`config.mk`:
```
export PLATFORM = sky130hd
export DESIGN_NAME = pipe_stage_flat
export DESIGN_NICKNAME = d
export VERILOG_FILES = /design/src/rtl/pipe_stage_pkg.sv /design/src/rtl/pipe_stage_if.sv /design/src/rtl/pipe_stage_skid_slot.sv /design/src/rtl/pipe_stage.sv /design/src/flat_wrapper.sv
export SDC_FILE = /design/constraint.sdc
export NUM_CORES = 1
export LEC_CHECK = 0
export CAP_MARGIN = 20
export CORE_MARGIN = 2
export CORE_UTILIZATION = 39
export DETAILED_ROUTE_END_ITERATION = 6
export MAX_ROUTING_LAYER = met4
export PLACE_DENSITY = 0.79
export SETUP_SLACK_MARGIN = 0.1
export SLEW_MARGIN = 20
export SYNTH_ARGS = -nofsm -noshare
export SYNTH_HDL_FRONTEND = slang
export SYNTH_SLANG_ARGS = --single-unit
```
`constraint.sdc`:
```
create_clock -name clk -period 2.26 [get_ports clk]
set_input_delay 0.339 -clock clk [delete_from_list [all_inputs] [get_ports clk]]
set_output_delay 0.339 -clock clk [all_outputs]
set_load 0.02 [all_outputs]
```
`src/rtl/pipe_stage_pkg.sv`:
```
// Shared definitions for the generic inter-stage pipeline register: per-stage bundle
// widths, the bubble control value and the per-edge action encoding.
package pipe_stage_pkg;

  localparam int IDEX_CTRLSIZE  = 12;
  localparam int IDEX_DATASIZE  = 128;
  localparam int EXMEM_CTRLSIZE = 8;
  localparam int EXMEM_DATASIZE = 64;
  localparam int MEMWB_CTRLSIZE = 4;
  localparam int MEMWB_DATASIZE = 72;

  // A bubble carries an all-zero control bundle.
  localparam logic BUBBLE_CTRL_BIT = 1'b0;

  typedef enum logic [1:0] {
    ACT_HOLD  = 2'd0,
    ACT_FLUSH = 2'd1,
    ACT_LOAD  = 2'd2,
    ACT_DRAIN = 2'd3
  } stage_act_e;

endpackage

```
`src/rtl/pipe_stage_if.sv`:
```
// Handshake/payload bundle between an upstream stage (master) and a pipe_stage (slave).
interface pipe_stage_if
  import pipe_stage_pkg::*;
#(
  parameter int CTRLSIZE = EXMEM_CTRLSIZE,
  parameter int DATASIZE = EXMEM_DATASIZE,
  parameter int CNTSIZE  = 16
);
  logic                stall;
  logic                flush;
  logic                nop;
  logic                validin;
  logic                nopin;
  logic [CTRLSIZE-1:0] controlin;
  logic [DATASIZE-1:0] datain;
  logic                readyout;
  logic                nopout;
  logic [CTRLSIZE-1:0] controlout;
  logic [DATASIZE-1:0] dataout;
  logic [CNTSIZE-1:0]  bubblecount;

  modport master (
    output stall, flush, nop, validin, nopin, controlin, datain,
    input  readyout, nopout, controlout, dataout, bubblecount
  );

  modport slave (
    input  stall, flush, nop, validin, nopin, controlin, datain,
    output readyout, nopout, controlout, dataout, bubblecount
  );
endinterface

```
`src/rtl/pipe_stage_skid_slot.sv`:
```
// One-entry holding register with a full flag; clear beats load beats drain.
module skid_slot #(
  parameter int W = 73
) (
  input  logic         clk,
  input  logic         reset,
  input  logic         clear,
  input  logic         load,
  input  logic         drain,
  input  logic [W-1:0] din,
  output logic [W-1:0] dout,
  output logic         full
);

  logic [W-1:0] word_p1;
  logic         full_p1;

  always_ff @(posedge clk) begin
    if (reset || clear) begin
      full_p1 <= 1'b0;
    end else if (load) begin
      full_p1 <= 1'b1;
    end else if (drain) begin
      full_p1 <= 1'b0;
    end
    if (load) begin
      word_p1 <= din;
    end
  end

  assign dout = word_p1;
  assign full = full_p1;

endmodule

```
`src/rtl/pipe_stage.sv`:
```
// Parametrised pipeline register with stall, flush, local bubble insertion, optional
// skid slot (registered ready) and a saturating bubble counter.
module pipe_stage
  import pipe_stage_pkg::*;
#(
  parameter int CTRLSIZE = EXMEM_CTRLSIZE,
  parameter int DATASIZE = EXMEM_DATASIZE,
  parameter int SKID     = 0,
  parameter int CNTSIZE  = 16
) (
  input  logic        clk,
  input  logic        reset,
  pipe_stage_if.slave bus
);

  localparam int W = 1 + CTRLSIZE + DATASIZE;

  function automatic logic [CNTSIZE-1:0] sat_inc(input logic [CNTSIZE-1:0] v);
    return (&v) ? v : v + {{(CNTSIZE-1){1'b0}}, 1'b1};
  endfunction

  logic                accept;
  logic                in_nop;
  logic [W-1:0]        in_word;
  logic [W-1:0]        skid_word;
  logic                skid_full;
  logic                skid_load;
  logic                skid_drain;
  stage_act_e          act;

  logic                nop_p1;
  logic [CTRLSIZE-1:0] ctrl_p1;
  logic [DATASIZE-1:0] data_p1;
  logic [CNTSIZE-1:0]  cnt_p1;

  // Input side: an unaccepted cycle is a bubble; nop is resolved before any capture.
  assign accept  = bus.validin && bus.readyout;
  assign in_nop  = bus.nop || bus.nopin || !accept;
  assign in_word = {in_nop, in_nop ? {CTRLSIZE{BUBBLE_CTRL_BIT}} : bus.controlin, bus.datain};

  assign skid_load  = !bus.flush && accept && (bus.stall || skid_full);
  assign skid_drain = !bus.flush && !bus.stall && skid_full;

  generate
    if (SKID != 0) begin : g_skid
      skid_slot #(.W(W)) u_skid (
        .clk   (clk),
        .reset (reset),
        .clear (bus.flush),
        .load  (skid_load),
        .drain (skid_drain),
        .din   (in_word),
        .dout  (skid_word),
        .full  (skid_full)
      );
      assign bus.readyout = !skid_full;
    end else begin : g_noskid
      assign skid_word    = '0;
      assign skid_full    = 1'b0;
      assign bus.readyout = !bus.stall;
    end
  endgenerate

  always_comb begin
    act = ACT_LOAD;
    if (bus.flush) begin
      act = ACT_FLUSH;
    end else if (bus.stall) begin
      act = ACT_HOLD;
    end else if (skid_full) begin
      act = ACT_DRAIN;
    end
  end

  // Output register stage
  always_ff @(posedge clk) begin
    if (reset) begin
      nop_p1  <= 1'b1;
      ctrl_p1 <= '0;
      data_p1 <= '0;
      cnt_p1  <= '0;
    end else begin
      if (nop_p1) begin
        cnt_p1 <= sat_inc(cnt_p1);
      end
      case (act)
        ACT_FLUSH: begin
          nop_p1  <= 1'b1;
          ctrl_p1 <= {CTRLSIZE{BUBBLE_CTRL_BIT}};
        end
        ACT_DRAIN: {nop_p1, ctrl_p1, data_p1} <= skid_word;
        ACT_LOAD:  {nop_p1, ctrl_p1, data_p1} <= in_word;
        default:   ;
      endcase
    end
  end

  assign bus.nopout      = nop_p1;
  assign bus.controlout  = ctrl_p1;
  assign bus.dataout     = data_p1;
  assign bus.bubblecount = cnt_p1;

endmodule

```
`src/flat_wrapper.sv`:
```
// flat-port wrapper written by rule: the top's interface ports become plain ports
module pipe_stage_flat import pipe_stage_pkg::*;
#(
  parameter int CTRLSIZE = EXMEM_CTRLSIZE,
  parameter int DATASIZE = EXMEM_DATASIZE,
  parameter int SKID     = 0,
  parameter int CNTSIZE  = 16
)
  (clk, reset, bus_stall, bus_flush, bus_nop, bus_validin, bus_nopin, bus_controlin, bus_datain, bus_readyout, bus_nopout, bus_controlout, bus_dataout, bus_bubblecount);
  pipe_stage_if #(.CTRLSIZE(CTRLSIZE), .DATASIZE(DATASIZE), .CNTSIZE(CNTSIZE)) bus_i ();
  input  logic clk;
  input  logic reset;
  input wire logic [$bits(bus_i.stall)-1:0] bus_stall;
  input wire logic [$bits(bus_i.flush)-1:0] bus_flush;
  input wire logic [$bits(bus_i.nop)-1:0] bus_nop;
  input wire logic [$bits(bus_i.validin)-1:0] bus_validin;
  input wire logic [$bits(bus_i.nopin)-1:0] bus_nopin;
  input wire logic [$bits(bus_i.controlin)-1:0] bus_controlin;
  input wire logic [$bits(bus_i.datain)-1:0] bus_datain;
  output wire logic [$bits(bus_i.readyout)-1:0] bus_readyout;
  output wire logic [$bits(bus_i.nopout)-1:0] bus_nopout;
  output wire logic [$bits(bus_i.controlout)-1:0] bus_controlout;
  output wire logic [$bits(bus_i.dataout)-1:0] bus_dataout;
  output wire logic [$bits(bus_i.bubblecount)-1:0] bus_bubblecount;
  assign bus_i.stall = bus_stall;
  assign bus_i.flush = bus_flush;
  assign bus_i.nop = bus_nop;
  assign bus_i.validin = bus_validin;
  assign bus_i.nopin = bus_nopin;
  assign bus_i.controlin = bus_controlin;
  assign bus_i.datain = bus_datain;
  assign bus_readyout = bus_i.readyout;
  assign bus_nopout = bus_i.nopout;
  assign bus_controlout = bus_i.controlout;
  assign bus_dataout = bus_i.dataout;
  assign bus_bubblecount = bus_i.bubblecount;
  pipe_stage #(.CTRLSIZE(CTRLSIZE), .DATASIZE(DATASIZE), .SKID(SKID), .CNTSIZE(CNTSIZE)) u_core (.clk(clk), .reset(reset), .bus(bus_i));
endmodule
```
======== Word level (Yosys, flattened, before mapping) ========
Index checks and enable logic that the tools add are counted.
storage, ports and cells
  register bits ........................... 89
  bits of input ports ..................... 79
  output and inout port bits .............. 90
operators by class
  $add $sub $neg .......................... 1
  eq/ne operators ......................... 3
  mux-type cells .......................... 6
  bitwise operators ....................... 1
  reduce and logical (&&, ||, !) cells .... 11
operators by type and width
  cell                                            number
  case mux 64 bit (2 select lines)                1
  adder 16 x 1 -> 16 bit (second input constant)  1
  case mux 8 bit (2 select lines)                 1
  AND reduction 16 bit                            1
  two-way mux 8 bit                               1
  == test 2 bit (second input constant)           2
  two-way mux 2 bit                               2
  nonzero test 2 bit                              2
  case mux 1 bit (3 select lines)                 1
  nonzero test 3 bit                              1
  == test 2 x 1 -> 1 bit (second input constant)  1
  zero test 1 bit                                 2
  logical OR 1 bit                                2
  AND reduction 2 bit                             1
  OR reduction 2 bit                              1
  logical AND 1 bit                               1
  inverter 1 bit                                  1

======== Logic depth before layout (Yosys ltp) ========
  depth after elaboration ................. 6
  gate-level depth with buffers ........... 6
  gate-level depth less buffers ........... 5

======== Worst setup path after synthesis ========
No wires, ideal clock.
  kind .................................... register to register
  start ................................... register u_core.cnt_p1[0], in the netlist u_core.bus.bubblecount[0]
  end ..................................... register u_core.cnt_p1[1], in the netlist u_core.bus.bubblecount[1]
  setup time .............................. 0.128 ns
  arrival ................................. 1.788 ns
  setup slack ............................. 0.345 ns
  cell stages (with the launch flop) ...... 6
  path buffers ............................ 0
  period minus slack after synthesis ...... 1.915 ns
  cells stage by stage .................... dfxtp_1 -> ha_1 -> nand4_2 -> o41ai_1 -> mux2i_1 -> nor2_1
on the way
  longest elaborated chain between the ends .. 3
  elaborated cells on any way between the ends .. 4
RTL lines
  item                                                                            RTL line          source
  start, declared                                                                 pipe_stage.sv:34  logic [CNTSIZE-1:0] cnt_p1;
  start signal, assigned                                                          pipe_stage.sv:84  cnt_p1 <= sat_inc(cnt_p1);
  parallel branches: the longest is 3 deep, another holds adder 16 x 1 -> 16 bit  -
Parallel ways; which one is timed is not known.
A chain may end at the register's enable or synchronous reset.

======== Final worst setup path ========
Same ends and word-level chain as after synthesis.

==> impl_metrics.toml <==
[outcome]
status = "finished, final reports clean"

[logic_synthesis]
yosys_warnings = 0
register_area_share_after_synthesis_pct = 54.25
synth_area_in_adders_pct = 0.3810
synth_top_family_by_area = "simple AND/OR/NAND/NOR gates"
post-synth-top-area-fraction_pct = 54.25
synth.area.top_cells = "sky130_fd_sc_hd__dfxtp_1 (54%), sky130_fd_sc_hd__nand2_1 (16%), sky130_fd_sc_hd__a21oi_1 (11%), sky130_fd_sc_hd__clkbuf_1 (2.5%), sky130_fd_sc_hd__a22oi_1 (1.8%)"
synth-edff-count = 0
yosys.area_share.simple_pct = 24.27
avgSynthCellArea_um2 = 8.130
number_of_instances_in_the_synthesized_netlist = 404
ys_seq_elements = 89
post_synth_mux_area_share_pct = 0.3048
yosysMostFrequentCell = "sky130_fd_sc_hd__nand2_1"
mappedNetlistArea_um2 = 3284
synthTopCellsByCount = "sky130_fd_sc_hd__nand2_1 (138), sky130_fd_sc_hd__dfxtp_1 (89), sky130_fd_sc_hd__a21oi_1 (72), sky130_fd_sc_hd__clkbuf_1 (22), sky130_fd_sc_hd__nor2_1 (15)"
synth_xor_xnor_area_share_pct = 0.5333
synth-compound-area-share_pct = 16.88
postSynthNetCount = 484
postSynth.topFlopCell = "sky130_fd_sc_hd__dfxtp_1"
asyncSetResetFlopFracSynth_pct = 0
synth_top_cell_by_area = "sky130_fd_sc_hd__dfxtp_1"
synth_cell_types = 36

[sta]
timing.clock.skew_ns = 0.008858
finalSetupViolations = 0
finalSetupTns_ns = 0
worst_slew_margin_pct = 57.57
worst_hold_slack_ns = 0.3920
rsz0062_at_grt = "no"
finalHoldViolCount = 0
max_freq_mhz = 517.8
final-max-slew-violation-count = 0
layout_worst_path_cycle_share_pct = 85.46
final.min_clock_period_ns = 1.931
tightestPinTransition_ns = 0.6365

[drt]
routed_wire_length_per_instance_um = 13.52
finalWirelength_um = 9137
vias = 3400
post-route-drc-count = 0
detailedRoute.firstIterationViolations = 108
number_of_vias_per_cell = 5.030
final_antenna_violating_net_count = 0
drt-pass1-iter-count = 4

[critical_path]
cpLargestDelayFamily = "compound AO/OA/AOI/OAI gates"
critical_path.endpoint_type = "register"
worst-path-buf-inv = 0
cp_slowest_cell = "sky130_fd_sc_hd__o41ai_2"
worst_ep_required_time_ns = 2.49
path_class = "reg -> reg"
reg2regPathDepth = 5
r2r-start = "u_core.bus.bubblecount[0]$_SDFFE_PP0P_"
crit_path_cell_trace = "ha_1 > nand4_2 > o41ai_2 > mux2i_1 > nor2_1"
cp-start-kind = "register"
path_max_fanout = 8
setup.reg_to_reg.worst_slack_ns = 0.33
timing.rr.end = "u_core.bus.bubblecount[1]$_SDFFE_PP0P_"
crit_arrival_ns = 2.16
critPathMaxStageDelay_ns = 0.58

[finish]
nNetsFinal = 646
layout_cells_sized_above_1_pct = 6.130
utilization_pct = 64.81
diodes = 0
syn_to_final_growth_pct = 61.33
n_fill_cell = 725

[floorplanning]
fp.dieW_um = 95.77
core-area_um2 = 8175
dieArea_um2 = 9172
floorplan.initialDensity_pct = 40.17
die_height_um = 95.77
row_count = 33
floorplan.io_pins = 169

[global_routing]
grt_pass1_vias = 3134
overall_routing_resource_usage_pct = 19.71
number_of_antenna_violations_at_the_first_check_in_global_routing = 0
grt_start_max_net_pins = 65
globalRoute.totalOverflow = 0
global_route_wire_length_before_repair_um = 13820

[run]
cap_viol_max_count = 0

[cts]
cts_num_sinks = 89
hold_buffers = 0
cts-buffers-inserted = 9
clk_path_buf_depth = 2
worst_setup_hold_path_clk_slew_ns = 0.09
clock_tree.htree_level_count = 3
cts_root_buf = "sky130_fd_sc_hd__clkbuf_8"
cts_tree = "yes"
clock_latency_ns = 0.35

[power]
irDropWorstVdd_mv = 0.3217
design_power_total_mw = 3.262
pwr_density_cell_nw_per_um2 = 615.7
p_leak_nw = 1.864

[min_path]
worst_hold_end = "u_core.bus.controlout[1]$_SDFFE_PP0P_"
min_path_cells = 2
holdCritStartpoint = "reset"
min-delay-path-class = "in -> reg"

[placed_design]
detailed_place_hpwl_um = 6495
placement.io_buffers = 168
place_congestion = 0.8126
cell type report:
type	instances	area (um^2)	share of cell area, %
clock inverters	6	65.06	1.228
well taps	105	131.4	2.479
clock buffers	10	137.6	2.597
repair buffers	176	1762	33.25
inverters	4	15.01	0.2834
flip-flops and latches	89	1782	33.62
multi-input cells	286	1406	26.54
where the power goes:
| group | total [mW] | internal (mW) | switching (mW) |
|---|---|---|---|
| registers | 1.66 | 1.63 | 0.0343 |
| clock network | 1.12 | 0.546 | 0.572 |
| logic | 0.484 | 0.262 | 0.222 |
| total | 3.26 | 2.43 | 0.829 |
per-layer routing:
layer / vias to the layer above / global-route usage, % / routed length, um
met3: 10 / 5.247 / 731
met2: 125 / 34.09 / 4469
met5: - / - / 0
li1: 1694 / - / -
met4: 0 / 7.619 / 120
met1: 1571 / 21.65 / 3816
worst max-delay path by stage:
| stage | startpoint | endpoint | slack, ns | depth (start not counted) |
|---|---|---|---|---|
| 2_1_floorplan | u_core.bus.bubblecount[0]$_SDFFE_PP0P_ | u_core.bus.bubblecount[1]$_SDFFE_PP0P_ | 0.34 | 5 |
| 3_3_place_gp | u_core.bus.bubblecount[0]$_SDFFE_PP0P_ | u_core.bus.bubblecount[1]$_SDFFE_PP0P_ | 0.24 | 5 |
| 3_5_place_dp | bus_flush | u_core.bus.dataout[56]$_SDFFE_PP0P_ | 0.24 | 5 |
| 4_1_cts | u_core.bus.bubblecount[0]$_SDFFE_PP0P_ | u_core.bus.bubblecount[1]$_SDFFE_PP0P_ | 0.20 | 5 |
| 5_1_grt | u_core.bus.bubblecount[0]$_SDFFE_PP0P_ | u_core.bus.bubblecount[1]$_SDFFE_PP0P_ | 0.16 | 5 |
| 6_report | u_core.bus.bubblecount[0]$_SDFFE_PP0P_ | u_core.bus.bubblecount[1]$_SDFFE_PP0P_ | 0.33 | 5 |
cells by family (layout without fill, tap and decap cells):
group / after synthesis / after routing
buf+inv: 29 / 196
fa+ha+maj: 1 / 1
xor+xnor: 2 / 2
flops: 89 / 89
simple gates: 184 / 184
compound gates: 98 / 98
mux: 1 / 1
metrics by stage:
step,setup slack [ns],instances,area (um^2)
floorplan,0.3446,404,3284
global placement,0.2383,660,5089
detailed placement,0.2377,660,5089
CTS,0.1980,676,5291
global route,0.1559,676,5299
finish,0.3287,676,5299
timing repair:
action / in CTS / in global routing
gates resized for setup: 0 / 1
buffers inserted: 0 / 0
endpoints found under the setup margin: 0 / 2
sequential cells by signal, indices dropped and copies added (netlist names):
signal                  cells
u_core.bus.dataout         64
u_core.bus.bubblecount     16
u_core.bus.nopout           1
u_core.bus.controlout       8
placed cells by master, fill, tap and decap left out, types with 4 or more instances in the layout:
cell,instances
sky130_fd_sc_hd__dfxtp_1,89
sky130_fd_sc_hd__inv_1,4
sky130_fd_sc_hd__clkdlybuf4s50_1,167
sky130_fd_sc_hd__o41ai_1,4
sky130_fd_sc_hd__a22oi_1,8
sky130_fd_sc_hd__o21ai_0,4
sky130_fd_sc_hd__nand4_1,5
sky130_fd_sc_hd__clkbuf_8,10
sky130_fd_sc_hd__buf_4,6
sky130_fd_sc_hd__nor2_1,14
sky130_fd_sc_hd__nor3_1,6
sky130_fd_sc_hd__a21oi_1,72
sky130_fd_sc_hd__nand2_1,138
(Power assumes the default switching activity.)
